`config.mk`:
```
export PLATFORM = sky130hd
export DESIGN_NAME = pipeline_ctrl
export DESIGN_NICKNAME = d
export VERILOG_FILES = /design/src/rtl/pipeline_ctrl.sv
export SDC_FILE = /design/constraint.sdc
export NUM_CORES = 1
export LEC_CHECK = 0
export ABC_CLOCK_PERIOD_IN_PS = 1500
export BUFFER_PORTS_ARGS = -buffer_cell sky130_fd_sc_hd__buf_2
export CAP_MARGIN = 20
export CORE_UTILIZATION = 41
export DETAILED_ROUTE_END_ITERATION = 8
export GPL_TIMING_DRIVEN = 0
export PLACE_DENSITY = 0.74
export SKIP_CTS_REPAIR_TIMING = 1
export SLEW_MARGIN = 10
export SYNTH_ARGS = -nofsm -noshare
export SYNTH_HDL_FRONTEND = slang
export SYNTH_SLANG_ARGS = --single-unit
```
`constraint.sdc`:
```
create_clock -name clk -period 1.5 [get_ports clk]
set_input_delay 0.075 -clock clk [delete_from_list [all_inputs] [get_ports clk]]
set_output_delay 0.075 -clock clk [all_outputs]
set_load 0.02 [all_outputs]
```
`src/rtl/pipeline_ctrl.sv`:
```
// pipeline_ctrl: pipeline sequencing controller for the 32-bit R/I/J CPU.
// Turns the IF/ID hazard flag, EX branch resolution and halt/resume requests
// into PC / IF/ID write enables and NOP (32'hFFFF_FFFF) injection controls.
// A detected hazard is held for the full STALL_CYCLES write-back distance,
// since the hazard flag drops as soon as the producer leaves ID.
// Optional macro: PIPE_CTRL_STALL_PERF_EN builds the 16-bit saturating
// hazard-stall counter on stall_cnt; otherwise stall_cnt is tied to zero.
module pipeline_ctrl #(
  parameter int unsigned STALL_CYCLES = 2,  // 1..15, includes detection cycle
  parameter int unsigned FLUSH_CYCLES = 1   // 1..15, includes branch cycle
) (
  input  logic        clk,
  input  logic        rst_n,
  input  logic        hazard,
  input  logic        branch_taken,
  input  logic        halt_req,
  input  logic        resume,
  output logic        pc_we,
  output logic        ifid_we,
  output logic        if_flush,
  output logic        id_bubble,
  output logic        halted,
  output logic [1:0]  state_o,
  output logic [15:0] stall_cnt
);

  typedef enum logic [1:0] {
    ST_RUN   = 2'd0,
    ST_STALL = 2'd1,
    ST_FLUSH = 2'd2,
    ST_HALT  = 2'd3
  } state_e;

  // Counter reload values: the first cycle of a stall/flush is spent in RUN
  // (or the current state), so the dedicated state covers the remaining N-1
  // cycles and the counter runs N-2 down to 0.
  localparam logic [3:0] STALL_LOAD = (STALL_CYCLES > 1) ? 4'(STALL_CYCLES - 2) : 4'd0;
  localparam logic [3:0] FLUSH_LOAD = (FLUSH_CYCLES > 1) ? 4'(FLUSH_CYCLES - 2) : 4'd0;
  localparam bit         STALL_MULTI = (STALL_CYCLES > 1);
  localparam bit         FLUSH_MULTI = (FLUSH_CYCLES > 1);

  state_e     state_q, state_d;
  logic [3:0] cnt_q, cnt_d;
  logic       pc_we_c;
  logic       if_flush_c;
  logic       id_bubble_c;
  logic       stall_ev;

  // Next-state and same-cycle output decode from state, counter and inputs.
  always_comb begin
    // NOTE: every signal written here gets a default first, so no path can
    // leave one unassigned and infer a latch.
    state_d     = state_q;
    cnt_d       = cnt_q;
    pc_we_c     = 1'b1;
    if_flush_c  = 1'b0;
    id_bubble_c = 1'b0;
    stall_ev    = 1'b0;

    unique case (state_q)
      ST_RUN: begin
        if (branch_taken) begin
          if_flush_c  = 1'b1;
          id_bubble_c = 1'b1;
          state_d     = FLUSH_MULTI ? ST_FLUSH : ST_RUN;
          cnt_d       = FLUSH_LOAD;
        end else if (halt_req) begin
          pc_we_c     = 1'b0;
          id_bubble_c = 1'b1;
          state_d     = ST_HALT;
        end else if (hazard) begin
          pc_we_c     = 1'b0;
          id_bubble_c = 1'b1;
          stall_ev    = 1'b1;
          state_d     = STALL_MULTI ? ST_STALL : ST_RUN;
          cnt_d       = STALL_LOAD;
        end
      end

      ST_STALL: begin
        if (branch_taken) begin
          // The stalled instruction is squashed, so the stall is abandoned.
          if_flush_c  = 1'b1;
          id_bubble_c = 1'b1;
          state_d     = FLUSH_MULTI ? ST_FLUSH : ST_RUN;
          cnt_d       = FLUSH_LOAD;
        end else begin
          pc_we_c     = 1'b0;
          id_bubble_c = 1'b1;
          stall_ev    = 1'b1;
          if (cnt_q == 4'd0) state_d = ST_RUN;
          else               cnt_d   = cnt_q - 4'd1;
        end
      end

      ST_FLUSH: begin
        if_flush_c = 1'b1;
        if (branch_taken) begin
          id_bubble_c = 1'b1;
          state_d     = FLUSH_MULTI ? ST_FLUSH : ST_RUN;
          cnt_d       = FLUSH_LOAD;
        end else if (cnt_q == 4'd0) begin
          state_d = ST_RUN;
        end else begin
          cnt_d = cnt_q - 4'd1;
        end
      end

      ST_HALT: begin
        pc_we_c     = 1'b0;
        id_bubble_c = 1'b1;
        if (resume) state_d = ST_RUN;
      end

      default: begin
        state_d = ST_RUN;
        cnt_d   = 4'd0;
      end
    endcase

    // Reset fills the pipe with NOPs regardless of state.
    if (!rst_n) begin
      pc_we_c     = 1'b0;
      if_flush_c  = 1'b1;
      id_bubble_c = 1'b1;
      stall_ev    = 1'b0;
    end
  end

  // State and counter registers with synchronous active-low reset.
  always_ff @(posedge clk) begin
    // NOTE: sequential state uses non-blocking assignments so every register
    // samples the pre-edge values, independent of statement order.
    if (!rst_n) begin
      state_q <= ST_RUN;
      cnt_q   <= 4'd0;
    end else begin
      state_q <= state_d;
      cnt_q   <= cnt_d;
    end
  end

  assign pc_we     = pc_we_c;
  assign ifid_we   = pc_we_c;
  assign if_flush  = if_flush_c;
  assign id_bubble = id_bubble_c;
  assign halted    = rst_n && (state_q == ST_HALT);
  assign state_o   = state_q;

`ifdef PIPE_CTRL_STALL_PERF_EN
  logic [15:0] stall_cnt_q;

  // Saturating count of hazard-stall cycles; halts are not counted.
  always_ff @(posedge clk) begin
    if (!rst_n)                                stall_cnt_q <= 16'h0000;
    else if (stall_ev && stall_cnt_q != 16'hFFFF) stall_cnt_q <= stall_cnt_q + 16'd1;
  end

  assign stall_cnt = stall_cnt_q;
`else
  logic unused_stall_ev;
  assign unused_stall_ev = stall_ev;
  assign stall_cnt       = 16'h0000;
`endif

endmodule

```
==> summary.md <==
| Metric | Value |
|---|---|
| Worst setup path category | `flip-flop to primary output` |
| Setup violations, final | `2` |
| Row Count | `14` |
| # IOs | `29` |
| Worst-case reg-to-reg path depth | `6` |
| Clk_skew | `0.00138 ns` |
| DPL Wire Length | `999 um` |
| F_max | `0.650 GHz` |
| Antenna Violating Nets Remaining | `0` |
| Post-route cell area | `950 um2` |
| Latest clock arrival within the worst-skew pair | `0.23 ns` |
| Hold depth | `3` |
| Most frequent cells in the layout | `buf_4, conb_1, buf_2` |
| Post-Syn Instances | `86` |
| Status | `complete, but fails checks` |
| Crit path from | `state_o[1]` |
| Root buf cell | `clkbuf_4` |
| Starting DRT DRC Count | `9` |
| Mapped Avg Cell Area | `7.80 um2` |
| Chip width | `42.4 um` |
| Reg2reg end | `cnt_q[1]` |
| CTS tree | `done` |
| Pwr/cell area | `577 nW/um2` |
| Die area | `1800 um2` |
| Filler instances | `124` |
| Initial antenna violation count | `0` |
| Clk sink count | `6` |
| P&R area growth vs syn | `41.6%` |
| Largest net degree at the start of global routing | `11` |
| Commonest non-fill, non-tap cell in the layout | `buf_4` |
| Yosys cell types | `30` |
| All-Layer GR Usage | `0.136` |
| Routability Congestion | `0.862` |
| Reg clk slew, reported paths | `0.04 ns` |
| Ratio of cells with drive above 1 in the final layout | `0.471` |
| Number of global-route vias before repair | `493` |
| Max Cap Viol | `0` |
| Total wire length | `1280 um` |
| Remaining DRCs | `0` |
| Post-Layout Cell Count | `135` |
| Global-route wire length before repair | `1950 um` |
| WP data required | `1.42 ns` |
| Lkg Pwr | `0.473 nW` |
| Fin nets | `135` |
| Router iterations before antenna repair | `4` |
| Worst setup EP type | `primary output` |
| Post-DP Area | `810 um2` |
| Total CTS buffers | `3` |
| Crit path to | `pc_we` |
| Antenna diodes | `0` |
| Global route overflow | `0` |
| Worst Setup Start Kind | `flip-flop` |
| Period minus WS final | `1.54 ns` |
| FF-to-FF setup slack | `0.08 ns` |
| Mapped Area | `671 um2` |
| Die Y | `42.4 um` |
| Core Region | `1520 um2` |
| Final Hold Viols | `0` |
| Seq/Total Area, Yosys | `0.179` |
| Ys Warns | `0` |
| Unrepaired setup endpoints after global routing | `yes` |
| Violated checks | `setup timing` |
| #FFs+latches synth | `6` |
| Vias per Instance | `4.49` |
| Worst EP arrival | `1.46 ns` |
| Crit path max fanout | `7` |
| I/O Buffers | `12` |
| Vias | `606` |
| Worst Hold Class | `input port to flip-flop` |
| Final Max Tran Viols | `0` |
| Post-route clock period utilization | `1.03` |
| Reg-to-reg startpoint | `state_o[0]` |
| Peak supply drop | `0.000547 V` |
| Dpl cells | `129` |
| Routed WL per cell | `9.44 um` |
| Max Root-Sink Buffers | `2` |
| H-tree level count | `1` |
| Worst Slack Setup Final | `-0.0380 ns` |
| Effective utilization at floorplan | `0.440` |
[metal layers]
layer	vias up	routed length (um)	track usage
met4	0	0	0
met3	0	69	0.0388
met5	-	0	0
li1	321	-	-
met1	264	537	0.178
met2	21	668	0.237
[worst max-delay path: stages, from the launching register on]
cell	delay, ns
dfxtp_4	0.39
inv_4	0.06
ha_4	0.17
a21oi_2	0.13
nor2_1	0.05
o21a_1	0.17
buf_4	0.13
buf_6	0.12
[Yosys cell counts, drive strengths merged]
| cell type | count | area, um2 |
|---|---|---|
| a21o | 1 | 7.51 |
| a21oi | 4 | 20.0 |
| a221oi | 1 | 26.3 |
| a31oi | 1 | 6.26 |
| and2 | 1 | 6.26 |
| and2b | 1 | 10.0 |
| buf | 17 | 128 |
| clkbuf | 1 | 3.75 |
| conb | 1 | 3.75 |
| dfxtp | 6 | 120 |
| ha | 8 | 100 |
| inv | 7 | 26.3 |
| mux2i | 2 | 20.0 |
| nand2 | 10 | 37.5 |
| nand2b | 2 | 20.0 |
| nand3 | 1 | 5.00 |
| nand3b | 1 | 7.51 |
| nand4b | 1 | 8.76 |
| nor2 | 8 | 32.5 |
| nor2b | 1 | 8.76 |
| nor3 | 2 | 10.0 |
| nor3b | 1 | 12.5 |
| nor4 | 1 | 6.26 |
| o21a | 1 | 7.51 |
| o21ai | 3 | 15.0 |
| o22ai | 2 | 12.5 |
| o32ai | 1 | 8.76 |
[worst min-delay path by stage]
stage / from / end / slack [ns]
2_1_floorplan: rst_n / cnt_q[3] / 0.21
3_3_place_gp: halt_req / state_o[1] / 0.36
3_5_place_dp: halt_req / state_o[1] / 0.36
4_1_cts: halt_req / state_o[1] / 0.11
5_1_grt: halt_req / state_o[1] / 0.12
6_report: halt_req / state_o[1] / 0.11
[report_power, final]
part | internal (mW) | leakage (nW) | switching [mW]
logic | 0.107 | 0.410 | 0.131
registers | 0.163 | 0.0500 | 0.00858
clock network | 0.0898 | 0.0138 | 0.0486
[state kept, by name, indices dropped and copies added (netlist names)]
signal	count
state_o	2
cnt_q	4
[layout make-up]
type,instances,area [um2],area share
inverter,7,31.3,0.0329
buffer,18,131,0.138
multi-input combinational,70,528,0.556
timing repair buffer,15,88.8,0.0935
tap,16,20.0,0.0211
sequential,6,128,0.134
clock buffer,3,22.5,0.0237
[metrics by stage]
step / hold slack, ns / worst slack (ns) / util / setup TNS [ns] / total power, mW
2_1_floorplan: 0.207 / 0.0186 / - / 0 / 0.333
3_3_place_gp: 0.361 / -0.0162 / 0.531 / -0.0162 / 0.366
3_5_place_dp: 0.362 / -0.0498 / 0.531 / -0.134 / 0.369
4_1_cts: 0.112 / -0.196 / 0.546 / -0.546 / 0.512
5_1_grt: 0.115 / -0.132 / 0.623 / -0.242 / 0.582
6_report: 0.112 / -0.0380 / 0.623 / -0.0725 / 0.548
[cell families (layout without fill, tap and decap cells)]
family | count (synthesis) | in the layout | share of synthesized area
and+or+nand+nor | 30 | 30 | 0.246
buffers and inverters | 25 | 43 | 0.235
AOI/OAI and AO/OA | 14 | 14 | 0.155
adders and majority gates | 8 | 8 | 0.149
DFF | 6 | 6 | 0.179
muxes | 2 | 2 | 0.0299
other | 1 | 16 | 0.00559
No activity file was read; power rests on OpenSTA's default activity.
